===== src/rtl/ram_pkg.sv =====
// Shared types and default geometry for the ram_bank slice.
package ram_pkg;

   localparam int DEF_WIDTH  = 16;
   localparam int DEF_ADDR_W = 3;

   typedef enum logic {
      CLEAR = 1'b0,
      IDLE  = 1'b1
   } state_t;

endpackage


===== src/rtl/ram_bank_if.sv =====
// Access bus for ram_bank: write/read request side and registered read return.
interface ram_bank_if
   import ram_pkg::*;
#(
   parameter int WIDTH  = DEF_WIDTH,
   parameter int ADDR_W = DEF_ADDR_W
);

   logic [WIDTH-1:0]  in;
   logic              load;
   logic              rd;
   logic [ADDR_W-1:0] address;
   logic              clear;
   logic [WIDTH-1:0]  out;
   logic              out_valid;
   logic              ready;

   modport master (
      output in, load, rd, address, clear,
      input  out, out_valid, ready
   );

   modport slave (
      input  in, load, rd, address, clear,
      output out, out_valid, ready
   );

endinterface


===== src/rtl/ram_bank_array.sv =====
// Storage for ram_bank: one synchronous write port, one asynchronous read port.
module ram_bank_array
   import ram_pkg::*;
#(
   parameter int WIDTH  = DEF_WIDTH,
   parameter int ADDR_W = DEF_ADDR_W
) (
   input  logic              clk,
   input  logic              we,
   input  logic [ADDR_W-1:0] waddr,
   input  logic [WIDTH-1:0]  wdata,
   input  logic [ADDR_W-1:0] raddr,
   output logic [WIDTH-1:0]  rdata
);

   localparam int DEPTH = 2 ** ADDR_W;

   logic [WIDTH-1:0] mem [DEPTH];

   always_ff @(posedge clk) begin
      if (we) begin
         mem[waddr] <= wdata;
      end
   end

   assign rdata = mem[raddr];

endmodule


===== src/rtl/ram_bank.sv =====
// Word-addressed RAM bank with a self-sequenced zero-fill and a registered,
// write-first read port.
module ram_bank
   import ram_pkg::*;
#(
   parameter int WIDTH      = DEF_WIDTH,
   parameter int ADDR_W     = DEF_ADDR_W,
   parameter int INIT_CLEAR = 1
) (
   input  logic       CLK,
   input  logic       RST_N,
   ram_bank_if.slave  bus
);

   state_t            state;
   logic [ADDR_W-1:0] cnt;
   logic [WIDTH-1:0]  out_p1;
   logic              vld_p1;

   logic              idle;
   logic              we;
   logic [ADDR_W-1:0] waddr;
   logic [WIDTH-1:0]  wdata;
   logic [WIDTH-1:0]  rdata;
   logic [WIDTH-1:0]  rd_word_p0;

   assign idle = (state == IDLE);

   // Writes are suppressed while reset is sampled so retained contents survive it.
   always_comb begin
      we    = 1'b0;
      waddr = bus.address;
      wdata = bus.in;
      if (RST_N) begin
         if (!idle) begin
            we    = 1'b1;
            waddr = cnt;
            wdata = '0;
         end else if (bus.load) begin
            we = 1'b1;
         end
      end
   end

   ram_bank_array #(
      .WIDTH  (WIDTH),
      .ADDR_W (ADDR_W)
   ) u_array (
      .clk   (CLK),
      .we    (we),
      .waddr (waddr),
      .wdata (wdata),
      .raddr (bus.address),
      .rdata (rdata)
   );

   // Read and write share one address, so a concurrent load always bypasses.
   assign rd_word_p0 = bus.load ? bus.in : rdata;

   // ---- stage p0 -> p1: control state and registered read data ----
   always_ff @(posedge CLK) begin
      if (!RST_N) begin
         state  <= (INIT_CLEAR != 0) ? CLEAR : IDLE;
         cnt    <= '0;
         out_p1 <= '0;
         vld_p1 <= 1'b0;
      end else begin
         vld_p1 <= 1'b0;
         case (state)
            CLEAR: begin
               if (bus.clear) begin
                  cnt <= '0;
               end else if (cnt == '1) begin
                  cnt   <= '0;
                  state <= IDLE;
               end else begin
                  cnt <= cnt + 1'b1;
               end
            end
            IDLE: begin
               if (bus.rd) begin
                  out_p1 <= rd_word_p0;
                  vld_p1 <= 1'b1;
               end
               if (bus.clear) begin
                  cnt   <= '0;
                  state <= CLEAR;
               end
            end
            default: begin
               state <= CLEAR;
               cnt   <= '0;
            end
         endcase
      end
   end

   assign bus.out       = out_p1;
   assign bus.out_valid = vld_p1;
   assign bus.ready     = idle;

endmodule


===== src/flat_wrapper.sv =====
// flat-port wrapper written by rule: the top's interface ports become plain ports
module ram_bank_flat import ram_pkg::*;
#(
   parameter int WIDTH      = DEF_WIDTH,
   parameter int ADDR_W     = DEF_ADDR_W,
   parameter int INIT_CLEAR = 1
)
  (CLK, RST_N, bus_in, bus_load, bus_rd, bus_address, bus_clear, bus_out, bus_out_valid, bus_ready);
  ram_bank_if #(.WIDTH(WIDTH), .ADDR_W(ADDR_W)) bus_i ();
  input  logic CLK;
  input  logic RST_N;
  input wire logic [$bits(bus_i.in)-1:0] bus_in;
  input wire logic [$bits(bus_i.load)-1:0] bus_load;
  input wire logic [$bits(bus_i.rd)-1:0] bus_rd;
  input wire logic [$bits(bus_i.address)-1:0] bus_address;
  input wire logic [$bits(bus_i.clear)-1:0] bus_clear;
  output wire logic [$bits(bus_i.out)-1:0] bus_out;
  output wire logic [$bits(bus_i.out_valid)-1:0] bus_out_valid;
  output wire logic [$bits(bus_i.ready)-1:0] bus_ready;
  assign bus_i.in = bus_in;
  assign bus_i.load = bus_load;
  assign bus_i.rd = bus_rd;
  assign bus_i.address = bus_address;
  assign bus_i.clear = bus_clear;
  assign bus_out = bus_i.out;
  assign bus_out_valid = bus_i.out_valid;
  assign bus_ready = bus_i.ready;
  ram_bank #(.WIDTH(WIDTH), .ADDR_W(ADDR_W), .INIT_CLEAR(INIT_CLEAR)) u_core (.CLK(CLK), .RST_N(RST_N), .bus(bus_i));
endmodule

===== config.mk =====
export PLATFORM = sky130hd
export DESIGN_NAME = ram_bank_flat
export DESIGN_NICKNAME = d
export VERILOG_FILES = /design/src/rtl/ram_pkg.sv /design/src/rtl/ram_bank_if.sv /design/src/rtl/ram_bank_array.sv /design/src/rtl/ram_bank.sv /design/src/flat_wrapper.sv
export SDC_FILE = /design/constraint.sdc
export NUM_CORES = 1
export LEC_CHECK = 0
export CAP_MARGIN = 20
export CORE_MARGIN = 5
export CORE_UTILIZATION = 25
export CTS_CLUSTER_DIAMETER = 100
export DETAILED_ROUTE_END_ITERATION = 16
export PLACE_DENSITY_LB_ADDON = 0.08
export SYNTH_ARGS = -nofsm -noshare
export SYNTH_HDL_FRONTEND = slang
export SYNTH_SLANG_ARGS = --single-unit

===== constraint.sdc =====
create_clock -name CLK -period 3 [get_ports CLK]
set_input_delay 0.45 -clock CLK [delete_from_list [all_inputs] [get_ports CLK]]
set_output_delay 0.45 -clock CLK [all_outputs]
set_load 0.05 [all_outputs]

* Word level (Yosys, flattened, before mapping)
Memory sizes are Yosys's and may differ from the RTL's. A register that Yosys moved wholly into a read port is not among the register bits. Cells that the tools add are included. Widths: inputs -> output; s select.
Cells by class: mux-type cells 18, bitwise gates (word level) 1, add/sub/neg operators 1, reductions and logical operators 3, equality and inequality tests 2
Operator list (number):
- $mux 16 | 2
- $mux 3 | 5
- $mux 1 | 9
- $pmux 3 s2 | 1
- $reduce_and 2->1 | 2
- $add 3x1->3 const B | 1
- $eq 3x3->1 const B | 1
- $ne 2x2->1 const B | 1
- $pmux 1 s2 | 1
- $logic_not 1->1 | 1
- $not 1->1 | 1
Storage, ports and cells: word-level logic and storage cells 29, memories kept 1, input port bits 24, bits in registers 5, output and inout port bits 18, memory bits (writable) 128
Memory list:
- u_core.u_array.mem | words 8, width 16, rd ports 1, clocked after Yosys merged registers in 1, write ports 1, RTL line ram_bank_array.sv:18 | logic [WIDTH-1:0] mem [DEPTH];

* Depth between registers and ports, before layout
Gate-level depths: netlist of the first run.
depth in word-level cells 5, gate-level depth with buffers 5, depth with buffers taken out 5

* By module
A second synthesis of the first run with hierarchy kept.
Unflattened totals: cells, all modules 315, area, all modules 6150.9 um^2
By module, submodules not included:
- ram_bank_array | times used 1, area an instance 4973.5 um^2, cells each 198, seq. area each 3843.7 um^2
- ram_bank | times used 1, area an instance 1177.4 um^2, cells each 117, seq. area each 420.4 um^2

* Least setup slack after synthesis of the first run
Ideal clock, no wire load.
path kind flip-flop to flip-flop, start point register u_core.state (netlist: u_core.bus.ready), end point memory u_core.u_array.mem[6][0] in the netlist's numbering, enable pin, clock period less this slack 2.619 ns, required time 2.612 ns, path slack 0.381 ns, stages on the path, launching flop included 6, library setup time 0.388 ns, path buffers 2, arrival 2.230 ns, cell sequence dfxtp_1 -> buf_2 -> nand2b_1 -> buf_2 -> mux2_2 -> nor2_1
Between the ends: cells in the longest elaborated chain, start to end 4, elaborated cells between the ends (all ways) 6, classes of those cells mux (6)
RTL lines:
- from (decl) | RTL line ram_bank.sv:15 | state_t state;
- from (signal assigned) | RTL line ram_bank.sv:63 | state <= (INIT_CLEAR != 0) ? CLEAR : IDLE;
- $mux 1 | RTL line ram_bank.sv:35 | if (!idle) begin
- $mux 1 | RTL line ram_bank.sv:34 | if (RST_N) begin
- $mux 1 | RTL line ram_bank_array.sv:21 | if (we) begin
- $mux 1 (not written as such) | RTL line ram_bank_array.sv:22 | mem[waddr] <= wdata;
- to (decl) | RTL line ram_bank_array.sv:18
Parallel ways exist; a longest one is shown, timed or not.

* Worst setup path in the final report of the first run
start point register u_core.state (netlist: u_core.bus.ready), end point output bus_ready
RTL lines:
- to (decl) | RTL line flat_wrapper.sv:19 | output wire logic [$bits(bus_i.ready)-1:0] bus_ready;
No word-level cell between the ends.

==> summary.txt, run 1 <==
Synthesis
  • Main combinational cell family by area after synthesis: multiplexers
  • Syn Area/Cell: 15.7 µm²
  • Synth cell types: 37
  • Area share of fa/ha/maj cells after synthesis: 0.402%
  • Post-synth net total: 423
  • Post-synth EDFFs: 128
  • Primary FF master, synth: edfxtp_1
  • Mux share of post-synthesis cell area: 11.6%
  • Syn Inst Count: 397
  • Cell Area, Synth: 6230 µm²
  • Xor and xnor area share after synthesis: 0%
  • Compound-cell area share of the yosys netlist: 10.3%
  • Asr flop ratio synth: 0%
  • Simple-gate area share of the yosys netlist: 6.73%
  • Seq cells post-synth: 149
  • Post-synthesis sequential area ratio: 68.5%
  • Yosys warns: 0

Routing
  • Initial DRT Pass Iterations: 4
  • DRC errors left: 0
  • Drt initial violations: 212
  • Post-DRT Antenna Nets: 0
  • Total Wirelength: 17100 µm
  • Routed wire per std cell: 21.3 µm
  • Vias per inst: 4.53
  • Routed via count: 3620

Setup path
  • CP Capture Type: output pin
  • Critical path data required time: 2550 ps
  • CP cell instances: clkdlybuf4s50_1
  • Critical Path Start: u_core.bus.ready
  • WS Path Type: reg2out
  • Crit path max fanout: 4
  • CP startpoint kind: flop
  • Delay-heaviest family, CP: buffers and inverters
  • Crit path largest cell delay: 840 ps
  • WP buf/inv: 1
  • FF-to-FF Start: u_core.bus.ready
  • Arr. time, crit path: 1700 ps
  • Slowest-stage cell, CP: clkdlybuf4s50_1

CTS
  • Clk sinks: 149
  • Hold buffers post-CTS: 0
  • CTS max path bufs: 2
  • Num CTS Buffers: 17
  • Post-cts repair resize count: 0
  • Postcts setup bufs: 0
  • Clk Tree Root Cell: clkbuf_16
  • Clock transition at the registers of the reported paths: 60 ps
  • H-tree Lvls: 4
  • CTS tree: built
  • Clock Latency Late Sink: 410 ps

Die
  • Row cnt: 57
  • Die Height: 168 µm
  • Core area: 24400 µm²
  • I/O pin count: 42
  • Die Footprint: 28200 µm²
  • Die Wd: 168 µm
  • Initial core utilization: 25.5%

GRT
  • First-pass GRT wire length: 25300 µm
  • Vias in the first global route: 3772
  • Tot GR Track Use: 12.3%
  • Initial antenna violation count: 0
  • Largest net degree at the start of global routing: 37
  • Total gr overflow: 0

STA
  • Fmax: 0.465 GHz
  • Final Skew: 12.5 ps
  • Slew HR: 60.4%
  • Min Clock Period, post-route: 2150 ps
  • Setup TNS: 0 ps
  • Setup violators final: 0
  • Fin. Hold Viols: 0
  • Max Transition Viols Final: 0
  • RSZ-0062 raised after global routing: false
  • Worst setup margin: 850 ps
  • Final worst path period share: 71.7%
  • Worst slew pin tran: 594 ps
  • Hold slack: 615 ps

Layout
  • Reg area: 4270 µm²
  • Layout cells sized above 1: 20.0%
  • Area grow syn2layout: 23.3%
  • Most frequent cells in the layout: edfxtp_1 (128), clkdlybuf4s50_1 (39), mux2i_1 (35), buf_4 (33), dfxtp_1 (20)
  • Antenna diode count: 0
  • Most common cell after layout, fill and taps aside: edfxtp_1
  • Multi-input gate area: 1810 µm²
  • Final #Nets: 489
  • Fill cells: 2412
  • Fin util: 31.5%

Pwr
  • Switching share of power: 22.0%
  • Logic gate share of total power: 6.2%
  • Max VDD drop: 0.000340 V
  • Leak: 2.66 nW
  • Clock power share: 43.3%
  • Internal power: 3.55 mW
  • Sequential Power Share: 50.5%
  • Switch Pwr: 1.00 mW
  • PD cells: 593 nW/µm²

Flow run
  • Max-cap violation count: 0

Placement
  • PortBufs: 41
  • Final HPWL DP: 11600 µm
  • DP Worst Slack: 518 ps
  • Routability cong.: 0.723

Worst hold path
  • Tightest Hold Check Type: reg2reg
  • Worst Min Path Start: u_core.cnt[0]

Status
  • Status: finished clean
## Yosys cell counts, types with 3 or more instances
library cell  instances  area (µm²)
and4_1               15         131
dfxtp_1              21         420
o31ai_2               9         113
nand2b_1              5        31.3
a22o_1               15         131
edfxtp_1            128        3840
buf_4                 4        30.0
mux2_1               15         169
mux2_2               18         203
nor2b_1               4        25.0
mux2i_1              35         350
o21ai_0              15        75.1
buf_2                 7        35.0
a21oi_1               3        15.0
a21boi_0             16         120
clkbuf_1             12        45.0
and2_1               16         100
o31ai_1               6        45.0
o22ai_1              15        93.8
nor2_1               16        60.1
## final cells by class
type / instances / share of cell area (%)
clock inverters: 12 / 1.39
multi-input cells: 221 / 23.5
repair buffers: 74 / 8.44
well taps: 324 / 5.28
flip-flops and latches: 149 / 55.5
clock buffers: 20 / 5.82
## sequential cells by signal, summed over array words and instances, names as in the netlist
signal,count
u_core.bus.out_valid,1
u_core.u_array.mem,128
u_core.bus.ready,1
u_core.bus.out,16
u_core.cnt,3
## power groups by stage
| stage | Combinational [mW] | Sequential [mW] | Clock, mW |
|---|---|---|---|
| 2_1_floorplan | 0.156 | 2.34 | 0 |
| 3_3_place_gp | 0.285 | 2.34 | 0 |
| 3_5_place_dp | 0.286 | 2.34 | 0 |
| 4_1_cts | 0.286 | 2.30 | 2.04 |
| 5_1_grt | 0.304 | 2.30 | 2.13 |
| 6_report | 0.283 | 2.30 | 1.98 |
## kinds of logic after synthesis
logic type	Yosys count
AOI/OAI and AO/OA	85
adders and majority gates	2
buffers and inverters	27
muxes	68
DFF	149
and+or+nand+nor	66
## worst register-to-register path, cell delays in order, from the launching register on
cell and delay [ps]:
dfxtp_2 440, buf_4 360, and3_1 230, o21ai_1 120, nor2_1 200, buf_4 240
## stage by stage
step	std cells	cell area, µm²	power [mW]
finish	800	7680	4.56
global placement	768	7130	2.63
detailed placement	768	7130	2.63
floorplan	397	6230	2.50
CTS	800	7680	4.62
global route	800	7680	4.73
## path summary, 6_finish.rpt
kind	endpoint	slack [ps]	depth (start not counted)
worst max-delay path	bus_ready	850	1
worst min-delay path	u_core.cnt[0]	620	2
worst max register to register	u_core.u_array.mem[7][7]	1100	5
worst min register to register	u_core.cnt[0]	620	2
## layer usage
metal,part of all wire [%],GRT usage (%),up-vias,routed length [µm]
met3,4.4,3.35,11,756
met2,44,17.9,72,7470
met1,51,18.0,1839,8700
met4,0.86,3.49,0,147
met5,0,0,-,0
li1,-,-,1698,-
Note: power is estimated with default switching activity, not from simulation.
==> run 2, diff against run 1 <==
- clock period: 3 -> 1.8 ns (I/O delays scaled with it)
==> run 2 against run 1 <==
Compared with the run above: core utilization increased by 1.2 points; non-clock buffer count increased by 10; power increased by 73%; sequential cell count unchanged; wire length decreased by 2.2%; cell count increased by 1.1%; count of clock-buffer cells in the layout decreased by 2; critical endpoint is now u_core.u_array.mem[2][15]; hold slack got worse by 120 ps; die area unchanged; critical path depth increased by 5.
==> summary.txt, run 2 (synthesis gave the netlist of run 1 again) <==
Status
  • Status: finished clean

CTS
  • Hold buffers post-CTS: 0 (unchanged)
  • Clk Tree Root Cell: clkbuf_16
  • Num CTS Buffers: 17 (unchanged)
  • Postcts setup bufs: 0 (unchanged)
  • CTS tree: built
  • Clk sinks: 149 (unchanged)
  • CTS max path bufs: 2 (unchanged)
  • Clock Latency Late Sink: 420 ps (about the same)
  • Clock transition at the registers of the reported paths: 60 ps (about the same)
  • H-tree Lvls: 4 (unchanged)

Pwr
  • Switching share of power: 22.6% (+0.59 points)
  • Leak: 2.81 nW (+5.8%)
  • Internal power: 6.09 mW (+71%)
  • Clock power share: 44.6% (+1.3 points)
  • Sequential Power Share: 48.7% (-1.8 points)
  • Max VDD drop: 0.000477 V (+40%)
  • PD cells: 986 nW/µm² (+66%)
  • Switch Pwr: 1.78 mW (+77%)
  • Logic gate share of total power: 6.8% (+0.6 points)

Layout
  • Most common cell after layout, fill and taps aside: edfxtp_1
  • Final #Nets: 499 (+2.0%)
  • Fin util: 32.7% (+1.2 points)
  • Finished layout cell area: 7980 µm² (+3.9%)
  • Layout cells sized above 1: 27.0% (+7.1 points)
  • Antenna diode count: 0 (unchanged)
  • Number of flip-flops in the largest register: 128 (unchanged)
  • Area grow syn2layout: 28.2%
  • Fill cells: 2404 (-0.33%)
  • Largest register by flop count: u_core.u_array.mem
  • Most frequent cells in the layout: edfxtp_1 (128), buf_4 (45), mux2i_1 (35), clkdlybuf4s50_1 (21), dfxtp_1 (20)

GRT
  • Total gr overflow: 0 (unchanged)
  • Vias in the first global route: 3738 (-0.90%)
  • Initial antenna violation count: 0 (unchanged)
  • Tot GR Track Use: 12.1% (-0.24 points)
  • First-pass GRT wire length: 24900 µm (-1.5%)
  • Largest net degree at the start of global routing: 24 (-35%)

Setup path
  • WS Path Type: in2reg
  • FF-to-FF Start: u_core.bus.ready
  • R2R Setup Slk: 110 ps (-990 ps)
  • Crit path max fanout: 16 (+12)
  • CP startpoint kind: input pin
  • Crit Reg-Reg Endpoint: u_core.u_array.mem[4][4]
  • CP Capture Type: flop
  • Arr. time, crit path: 1840 ps (+140 ps)
  • Reg2Reg Depth: 4 (-1)
  • Critical path data required time: 1920 ps (-630 ps)

Routing
  • Post-DRT Antenna Nets: 0 (unchanged)
  • DRC errors left: 0 (unchanged)
  • Total Wirelength: 16700 µm (-2.2%)
  • Routed via count: 3553 (-1.9%)
  • Vias per inst: 4.39 (-2.9%)
  • WL met3: 381 µm (-50%)
  • Initial DRT Pass Iterations: 4 (unchanged)
  • DRT met1 WL: 8990 µm (+3.3%)
  • WL met2: 7120 µm (-4.7%)
  • Drt initial violations: 197 (-7.1%)
  • Routed wire per std cell: 20.6 µm (-3.3%)
  • Top sig layer: met4

STA
  • Fin. Hold Viols: 0 (unchanged)
  • Slew HR: 55.9% (-4.5 points)
  • Setup violators final: 0 (unchanged)
  • Hold slack: 496 ps (-119 ps)
  • Fmax: 0.583 GHz
  • Worst setup margin: 85.9 ps (-764 ps)
  • Max Transition Viols Final: 0 (unchanged)
  • Worst slew pin tran: 659 ps (+65.7 ps)
  • Min Clock Period, post-route: 1710 ps
  • RSZ-0062 raised after global routing: false
  • Final Skew: 12.4 ps (-0.115 ps)
  • Final worst path period share: 95.2%

Die
  • Core area: 24400 µm² (unchanged)
  • I/O pin count: 42 (unchanged)
  • Row cnt: 57 (unchanged)
  • Die Height: 168 µm (unchanged)
  • Die Footprint: 28200 µm² (unchanged)
  • Die Wd: 168 µm (unchanged)
  • Initial core utilization: 25.5% (unchanged)

Placement
  • Placed inst area: 7400 µm² (+3.9%)
  • PortBufs: 41 (unchanged)
  • Final HPWL DP: 11800 µm (+1.8%)
  • DP Worst Slack: -300 ps (-818 ps)
  • Routability cong.: 0.740 (+2.3%)

Worst hold path
  • Worst hold stages: 3 (+1)
  • Tightest Hold Check Type: in2reg
  • Hold endpoint: u_core.bus.out[6]
  • Worst Min Path Start: bus_address[0]

Flow run
  • Max-cap violation count: 0 (unchanged)
## run 2: cell count changes in the layout (fill, tap and decap cells not counted), sizes merged
cell,previous run,this run
buf,35,62
clkdlybuf4s50,39,21
clkinv,4,0
inv,1,5
clkbuf,20,18
bufinv,1,2
dlygate4sd2,0,1
## run 2: power by group through the flow
stage / registers [mW] / logic, mW / clock network (mW)
2_1_floorplan: 3.90 / 0.273 / 0
4_1_cts: 3.83 / 0.542 / 3.62
6_report: 3.83 / 0.532 / 3.51
3_5_place_dp: 3.90 / 0.541 / 0
5_1_grt: 3.83 / 0.569 / 3.79
3_3_place_gp: 3.90 / 0.539 / 0
## run 2: layout make-up
cell class | count | area, µm² | share of cell area, %
sequential | 149 | 4270 | 53.5
tap | 324 | 405 | 5.08
timing repair buffer | 84 | 867 | 10.9
clock inverter | 13 | 149 | 1.87
multi-input combinational | 221 | 1860 | 23.3
clock buffer | 18 | 429 | 5.38
## run 2: through the flow
| step | instances | total power, mW | TNS [ps] |
|---|---|---|---|
| 6_report | 809 | 7.87 | 0 |
| 5_1_grt | 809 | 8.19 | 0 |
| 4_1_cts | 809 | 7.99 | 0 |
| 3_5_place_dp | 778 | 4.44 | -52700 |
| 3_3_place_gp | 778 | 4.44 | -51740 |
| 2_1_floorplan | 397 | 4.17 | -2360 |
## run 2: per-layer routing
| layer | vias to the layer above | track usage (%) |
|---|---|---|
| li1 | 1713 | - |
| met1 | 1780 | 18.5 |
| met2 | 46 | 17.0 |
| met3 | 14 | 2.58 |
| met4 | 0 | 3.46 |
| met5 | - | 0 |
## run 2: worst max path at each step
| stage | start | end | slack, ps | depth (start not counted) |
|---|---|---|---|---|
| 6_report | RST_N | u_core.u_array.mem[2][15] | 90 | 6 |
| 5_1_grt | RST_N | u_core.u_array.mem[2][8] | 7 | 6 |
| 4_1_cts | u_core.bus.ready | u_core.u_array.mem[4][4] | 100 | 4 |
| 3_5_place_dp | RST_N | u_core.u_array.mem[4][13] | -300 | 5 |
| 3_3_place_gp | RST_N | u_core.u_array.mem[2][5] | -320 | 6 |
| 2_1_floorplan | u_core.bus.ready | u_core.u_array.mem[2][0] | -80 | 5 |
## run 2: worst max-delay path, stage by stage
cell and delay [ps]:
clkdlybuf4s50_1 600, buf_4 170, nor4bb_1 320, a21oi_1 130
nor2_2 170, buf_12 180
## run 2: repair_timing
| action | in CTS | in global routing |
|---|---|---|
| hold endpoints to repair | 0 | 0 |
| gates resized for setup | 1 | 0 |
| endpoints found under the setup margin | 1 | 0 |
==> run 3, diff against run 2 <==
- SKIP_LAST_GASP: unset -> 1
==> results of run 3 <==
The final DEF is identical to that of run 2; final timing and power are the same.
